$ cat src/rtl/pes_seq_mult_if.sv
// Handshake bundle between a controller (master) and the pes_seq_mult shift-add multiplier (slave).
interface pes_seq_mult_if #(
   parameter int WIDTH = 4
);
   logic                 start;
   logic                 signed_mode;
   logic [WIDTH-1:0]     A;
   logic [WIDTH-1:0]     B;
   logic                 busy;
   logic                 done;
   logic [2*WIDTH-1:0]   product;

   modport master (
      output start, signed_mode, A, B,
      input  busy, done, product
   );

   modport slave (
      input  start, signed_mode, A, B,
      output busy, done, product
   );
endinterface

$ cat src/rtl/pes_seq_mult.sv
// Sequential shift-add multiplier: one partial product per clock, signed via magnitude + sign fix-up.
// Optional macro EARLY_TERM_EN finishes as soon as the remaining multiplier bits are all zero.
module pes_seq_mult #(
   parameter int WIDTH = 4
) (
   input  logic            clk,
   input  logic            rst,
   pes_seq_mult_if.slave   bus
);
   localparam int PW = 2 * WIDTH;
   localparam int CW = $clog2(WIDTH);
   localparam logic [CW-1:0] LAST_CNT = CW'(WIDTH - 1);

   typedef enum logic [1:0] {
      IDLE,
      CALC,
      DONE
   } state_t;

   state_t            state_q, state_d;
   logic [PW-1:0]     mcand_q, mcand_d;
   logic [PW-1:0]     acc_q, acc_d;
   logic [PW-1:0]     product_q, product_d;
   logic [WIDTH-1:0]  mplier_q, mplier_d;
   logic [CW-1:0]     cnt_q, cnt_d;
   logic              neg_q, neg_d;
   logic              busy_q, busy_d;
   logic              done_q, done_d;

   logic [WIDTH-1:0]  mag_a, mag_b;
   logic              last_step;

   // The most negative operand negates to itself, which read as unsigned is exactly its magnitude.
   assign mag_a = (bus.signed_mode && bus.A[WIDTH-1]) ? (~bus.A + 1'b1) : bus.A;
   assign mag_b = (bus.signed_mode && bus.B[WIDTH-1]) ? (~bus.B + 1'b1) : bus.B;

   always_comb begin
      // NOTE: every _d starts from its _q (or a safe constant) so no branch can infer a latch.
      state_d   = state_q;
      mcand_d   = mcand_q;
      acc_d     = acc_q;
      product_d = product_q;
      mplier_d  = mplier_q;
      cnt_d     = cnt_q;
      neg_d     = neg_q;
      busy_d    = busy_q;
      done_d    = 1'b0;
      last_step = 1'b0;

      case (state_q)
         IDLE: begin
            if (bus.start) begin
               mcand_d  = PW'(mag_a);
               mplier_d = mag_b;
               acc_d    = '0;
               cnt_d    = '0;
               neg_d    = bus.signed_mode & (bus.A[WIDTH-1] ^ bus.B[WIDTH-1]);
               busy_d   = 1'b1;
               state_d  = CALC;
            end
         end

         CALC: begin
            if (mplier_q[0]) begin
               acc_d = acc_q + mcand_q;
            end
            mcand_d  = mcand_q << 1;
            mplier_d = mplier_q >> 1;
            cnt_d    = cnt_q + 1'b1;
`ifdef EARLY_TERM_EN
            last_step = (cnt_q == LAST_CNT) || (mplier_d == '0);
`else
            last_step = (cnt_q == LAST_CNT);
`endif
            if (last_step) begin
               busy_d  = 1'b0;
               state_d = DONE;
            end
         end

         DONE: begin
            product_d = neg_q ? (~acc_q + 1'b1) : acc_q;
            done_d    = 1'b1;
            state_d   = IDLE;
         end

         default: begin
            busy_d  = 1'b0;
            state_d = IDLE;
         end
      endcase
   end

   always_ff @(posedge clk or posedge rst) begin
      if (rst) begin
         // NOTE: datapath registers are reset as well, so an aborted operation leaves no residue.
         state_q   <= IDLE;
         mcand_q   <= '0;
         acc_q     <= '0;
         product_q <= '0;
         mplier_q  <= '0;
         cnt_q     <= '0;
         neg_q     <= 1'b0;
         busy_q    <= 1'b0;
         done_q    <= 1'b0;
      end else begin
         // NOTE: non-blocking assignments so every register samples the pre-edge values together.
         state_q   <= state_d;
         mcand_q   <= mcand_d;
         acc_q     <= acc_d;
         product_q <= product_d;
         mplier_q  <= mplier_d;
         cnt_q     <= cnt_d;
         neg_q     <= neg_d;
         busy_q    <= busy_d;
         done_q    <= done_d;
      end
   end

   assign bus.busy    = busy_q;
   assign bus.done    = done_q;
   assign bus.product = product_q;
endmodule

$ cat src/flat_wrapper.sv
// flat-port wrapper written by rule: the top's interface ports become plain ports
module pes_seq_mult_flat 
#(
   parameter int WIDTH = 4
)
  (clk, rst, bus_start, bus_signed_mode, bus_A, bus_B, bus_busy, bus_done, bus_product);
  pes_seq_mult_if #(.WIDTH(WIDTH)) bus_i ();
  input  logic clk;
  input  logic rst;
  input wire logic [$bits(bus_i.start)-1:0] bus_start;
  input wire logic [$bits(bus_i.signed_mode)-1:0] bus_signed_mode;
  input wire logic [$bits(bus_i.A)-1:0] bus_A;
  input wire logic [$bits(bus_i.B)-1:0] bus_B;
  output wire logic [$bits(bus_i.busy)-1:0] bus_busy;
  output wire logic [$bits(bus_i.done)-1:0] bus_done;
  output wire logic [$bits(bus_i.product)-1:0] bus_product;
  assign bus_i.start = bus_start;
  assign bus_i.signed_mode = bus_signed_mode;
  assign bus_i.A = bus_A;
  assign bus_i.B = bus_B;
  assign bus_busy = bus_i.busy;
  assign bus_done = bus_i.done;
  assign bus_product = bus_i.product;
  pes_seq_mult #(.WIDTH(WIDTH)) u_core (.clk(clk), .rst(rst), .bus(bus_i));
endmodule
$ cat config.mk
export PLATFORM = sky130hd
export DESIGN_NAME = pes_seq_mult_flat
export DESIGN_NICKNAME = d
export VERILOG_FILES = /design/src/rtl/pes_seq_mult_if.sv /design/src/rtl/pes_seq_mult.sv /design/src/flat_wrapper.sv
export SDC_FILE = /design/constraint.sdc
export NUM_CORES = 1
export LEC_CHECK = 0
export ABC_AREA = 1
export CAP_MARGIN = 15
export CORE_UTILIZATION = 50
export CTS_CLUSTER_DIAMETER = 40
export DETAILED_ROUTE_END_ITERATION = 10
export PLACE_DENSITY = 0.72
export SYNTH_ARGS = -nofsm -noshare
export SYNTH_HDL_FRONTEND = slang
export SYNTH_SLANG_ARGS = --single-unit
$ cat constraint.sdc
create_clock -name clk -period 3.55 [get_ports clk]
set_clock_uncertainty 0.15 [all_clocks]
set_input_delay 0.8875 -clock clk [delete_from_list [all_inputs] [get_ports clk]]
set_output_delay 0.8875 -clock clk [all_outputs]
set_load 0.02 [all_outputs]
## Word level (Yosys, flattened, before mapping)

Index checks and enable logic that the tools add are counted.

- Flip-flop bits (word level): 35
- Input bits: 12
- Output and inout bits: 10
- Word-level logic and storage cells: 54

- Add/sub/neg operators: 5
- Eq/ne operators: 6
- Muxes and demuxes: 19
- Bitwise logic cells: 6
- Reduce and logical (&&, ||, !) cells: 9

Operators with widths:

| kind | number |
|---|---|
| $mux 8 | 4 |
| $pmux 8 s2 | 2 |
| $mux 4 | 3 |
| $add 4x1->4 const B | 2 |
| $add 8x1->8 const B | 1 |
| $add 8x8->8 | 1 |
| $not 4->4 | 2 |
| $not 8->8 | 1 |
| $pmux 2 s2 | 2 |
| $pmux 4 s2 | 1 |
| $mux 2 | 3 |
| $reduce_and 2->1 | 3 |
| $reduce_and 3->1 | 2 |
| $eq 2x2->1 const B | 2 |
| $ne 2x1->1 const B | 2 |
| $mux 1 | 3 |
| $pmux 1 s3 | 1 |
| $add 2x1->2 const B | 1 |
| $eq 2x1->1 const B | 1 |
| $logic_and 1x1->1 | 2 |
| $logic_not 2->1 | 1 |
| $ne 2x2->1 const B | 1 |
| $reduce_bool 2->1 | 1 |
| $and 1x1->1 | 1 |
| other kinds (2) | 2 |

## Logic depth before layout (Yosys ltp)

- Depth in word-level cells: 5
- Depth in mapped cells: 9

## Worst setup path after synthesis

OpenSTA, ideal clock, no wires.

- Path kind: register -> register
- From: register u_core.acc_q[0]
- To: register u_core.acc_q[6]
- Arrival: 1.482 ns
- Required time: 3.283 ns
- Path slack: 1.801 ns
- Stages on the path, launching flop included: 9
- Path buffers: 0
- Cell sequence: dfrtp_1 > ha_1 > fa_1 > nand3_1 > nand2_1 > nand2_1 > nand3_1 > nand3_1 > nand2_1

- Cells in the longest elaborated chain, start to end: 3

RTL lines:

| what | RTL line | source |
|---|---|---|
| start, declared | pes_seq_mult.sv:22 | `logic [PW-1:0] acc_q, acc_d;` |
| start signal, assigned | pes_seq_mult.sv:99 | `acc_q <= '0;` |
| start signal, assigned | pes_seq_mult.sv:110 | `acc_q <= acc_d;` |
| $add 8x8->8 | pes_seq_mult.sv:65 | `acc_d = acc_q + mcand_q;` |
| $mux 8 | pes_seq_mult.sv:64 | `if (mplier_q[0]) begin` |
| $pmux 8 s2 | pes_seq_mult.sv:50 | `case (state_q)` |

No other way between the ends. The select of a mux whose other input is x is not followed.
A chain may end at the register's enable or synchronous reset.

## Final worst setup path

- From: register u_core.product_q[0] (netlist: u_core.bus.product[0])
- To: output port bus_product[0]

RTL lines:

| what | RTL line | source |
|---|---|---|
| start, declared | pes_seq_mult.sv:23 | `logic [PW-1:0] product_q, product_d;` |
| start signal, assigned | pes_seq_mult.sv:111 | `product_q <= product_d;` |
| end, declared | flat_wrapper.sv:16 | `output wire logic [$bits(bus_i.product)-1:0] bus_product;` |

No word-level cell between the ends.

==> flow_summary_export.csv <==
group,metric,value,unit
clock_network,cts_sinks,35,
drt,first_iter_violations,100,
timing,rsz0062_at_grt,"false",
global_routing,use_met2,32.9,%
global_routing,grt_max_degree,19,
worst_hold_path,hold-path-cell-count,2,
critical_path,worstSetupPathType,"reg -> out",
timing,finalHoldViolCount,0,
clock_network,clkLatencyLatePin,290,ps
pwr,power_frac_clock,17.9,%
synth,yosys_warnings,0,
synth,yosysUniqueCellTypes,33,
critical_path,crit_family,"buffers and inverters",
flow_run,drv_cap,0,
placement,io_buffers,21,
drt,drtAntennaViolNets,0,
critical_path,required,2510,ps
timing,setup-violations-final,0,
finish,finalNetCount,293,
die,die_w,65.6,µm
synth,synth_top_cell_by_area,"dfrtp_1",
critical_path,cp.depth,1,
critical_path,crit_buf_inv,1,
clock_network,postCtsSetupRepairBufs,0,
timing,drv_slew,0,
die,core.rowCount,22,
global_routing,grt_overflow_total,0,
global_routing,use_met1,25.5,%
global_routing,busiest_layer,"met2",
pwr,p_sw,878,µW
die,ios,22,
clock_network,clock_path_buffers,2,
finish,finalNonFillerCells,318,
critical_path,r2r_cells,8,
synth,ys_seq_area_share,43.3,%
critical_path,critPathLaunchType,"flip-flop",
finish,drive_gt1_share,10.4,%
drt,route.final.wire_length,3.50,mm
finish,mostFrequentLayoutCells,"nand2_1, dfrtp_1, inv_1, clkdlybuf4s50_1, nand3_1",
timing,worst_pin_slew,678,ps
synth,syn_area_per_cell,8.29,µm²
drt,vias_per_cell,5.06,
pwr,power_frac_comb,48.5,%
finish,final_common_cell,"nand2_1",
clock_network,clk_pin_slew,70,ps
drt,drtPass1Iterations,4,
critical_path,cp.arrival,1250,ps
clock_network,htreeDepth,2,
global_routing,grt_pass1_wl,6.51,mm
clock_network,root_buffer,"clkbuf_8",
timing,finalSetupTns,0,ps
finish,antenna_cells,0,
placement,place.gp.congestion,0.829,
finish,syn_to_final_growth,17.7,%
die,die_h,65.6,µm
worst_hold_path,hp-class,"reg -> reg",
die,start_util,53.6,%
pwr,p_per_area,870,nW/µm²
drt,drc_errors,0,
global_routing,grt_pass1_vias,1530,
synth,ys_ff_latch,35,
global_routing,grt_antenna_before_repair,0,
synth,synth_area_leaders,"dfrtp_1, nand2_1, ha_1, inv_1, nand3_1",
timing,maxSlewHeadroom,54.8,%
outcome,status,"finished, final reports clean",
placement,dp_hpwl,2.75,mm
clock_network,cts_tree,"yes",
synth,synthCells,244,
critical_path,end_kind,"output port",
clock_network,cts_inserted_buffers,5,
clock_network,cts_resized,0,
die,die_area,4300,µm²
placement,dp_cells,310,
drt,vias,1608,
critical_path,crit_fanout,2,
die,core,3770,µm²
critical_path,cpPeakStageDelay,600,ps
timing,fin_crit,2280,ps
critical_path,slowest_stage,"clkdlybuf4s50_1",
global_routing,gr-usage-met3,5.21,%
pwr,p_int,1190,µW
synth,synth_area,2020,µm²
global_routing,grt_usage,20.4,%
pwr,seqPwrFrac,33.7,%
pwr,peakVddDrop,481,µV
synth,synth_top_area_share,43.3,%
pwr,p_leak,0.00122,µW
timing,period_share,64.3,%
critical_path,worstPathCellList,"clkdlybuf4s50_1",
clock_network,hold_buffers,0,
pwr,design_power_total,2070,µW
synth,syn_nets,268,
timing,max_freq,438,MHz
drt,drt-wirelength-per-cell,11.0,µm
pwr,swShare,42.4,%
through the flow:
stage / utilization (%) / area (µm²) / worst slack, ps / hold WS [ps]
global route: 63.2 / 2380 / 1220 / 359
global placement: 60.1 / 2260 / 1120 / 313
CTS: 63.2 / 2380 / 1260 / 331
finish: 63.2 / 2380 / 1270 / 327
floorplan: - / 2020 / 1740 / 300
detailed placement: 60.1 / 2260 / 1090 / 312
cell type report:
type / instances / area (µm²)
inverters: 40 / 155
well taps: 48 / 60.1
clock buffers: 6 / 82.6
multi-input cells: 165 / 956
repair buffers: 22 / 218
flip-flops and latches: 35 / 876
fillers: 325 / 1390
clock inverters: 2 / 35.0
cell usage after synthesis (all sizes together):
library cell / count
o22ai: 4
nand3: 21
a22o: 1
xnor2: 2
nor3: 1
a21oi: 12
ha: 11
dfrtp: 35
a22oi: 1
o221ai: 2
xor2: 3
o211ai: 3
o21ai: 20
fa: 1
buf: 4
nand4: 2
inv: 40
nand2: 66
nor2: 15
flip-flops by register name, summed over array words and instances, names as in the netlist:
| register | flops |
|---|---|
| u_core.state_q | 2 |
| u_core.bus.done | 1 |
| u_core.mcand_q | 8 |
| u_core.mplier_q | 4 |
| u_core.bus.product | 8 |
| u_core.neg_q | 1 |
| u_core.acc_q | 8 |
| u_core.bus.busy | 1 |
| u_core.cnt_q | 2 |
worst paths after layout:
kind / from / endpoint / slack, ps
worst min register to register: u_core.bus.busy / u_core.bus.busy / 330
worst max-delay path: u_core.bus.product[0] / bus_product[0] / 1270
min in group asynchronous: rst / u_core.bus.busy / 850
worst min-delay path: u_core.bus.busy / u_core.bus.busy / 330
max in group asynchronous: rst / u_core.acc_q[4] / 1710
worst max register to register: u_core.acc_q[0] / u_core.acc_q[6] / 1660
worst register-to-register path, cell delays in order (launching register included):
cell and delay (ps):
dfrtp_1 410, ha_1 250, fa_1 500, nand3_1 100, nand2_1 90, nand2_1 90, nand3_1 70, nand3_1 90
nand2_1 50
cell families (layout without fill, tap and decap cells):
family / after synthesis / count (layout) / synth area share, %
AND/OR/NAND/NOR: 105 / 105 / 24.2
AO/OA/AOI/OAI: 43 / 43 / 13.1
XOR/XNOR: 5 / 5 / 2.16
flip-flops: 35 / 35 / 43.3
adder cells (fa/ha/maj): 12 / 12 / 7.79
buffers and inverters: 44 / 70 / 9.46
power groups by stage:
stage                     logic (µW)  clock network (µW)  registers [µW]
after floorplan                  766                   0             719
after global placement           992                   0             700
after detailed placement        1010                   0             705
after CTS                       1010                 376             697
after global routing            1160                 392             723
final                           1000                 370             697
per-layer routing:
metal  share of wire (%)  vias up
met5                   0        -
met4                 2.8        0
met3                 3.0        9
met2                  45       35
met1                  49      718
li1                    -      846
No activity file was read; power rests on OpenSTA's default activity.
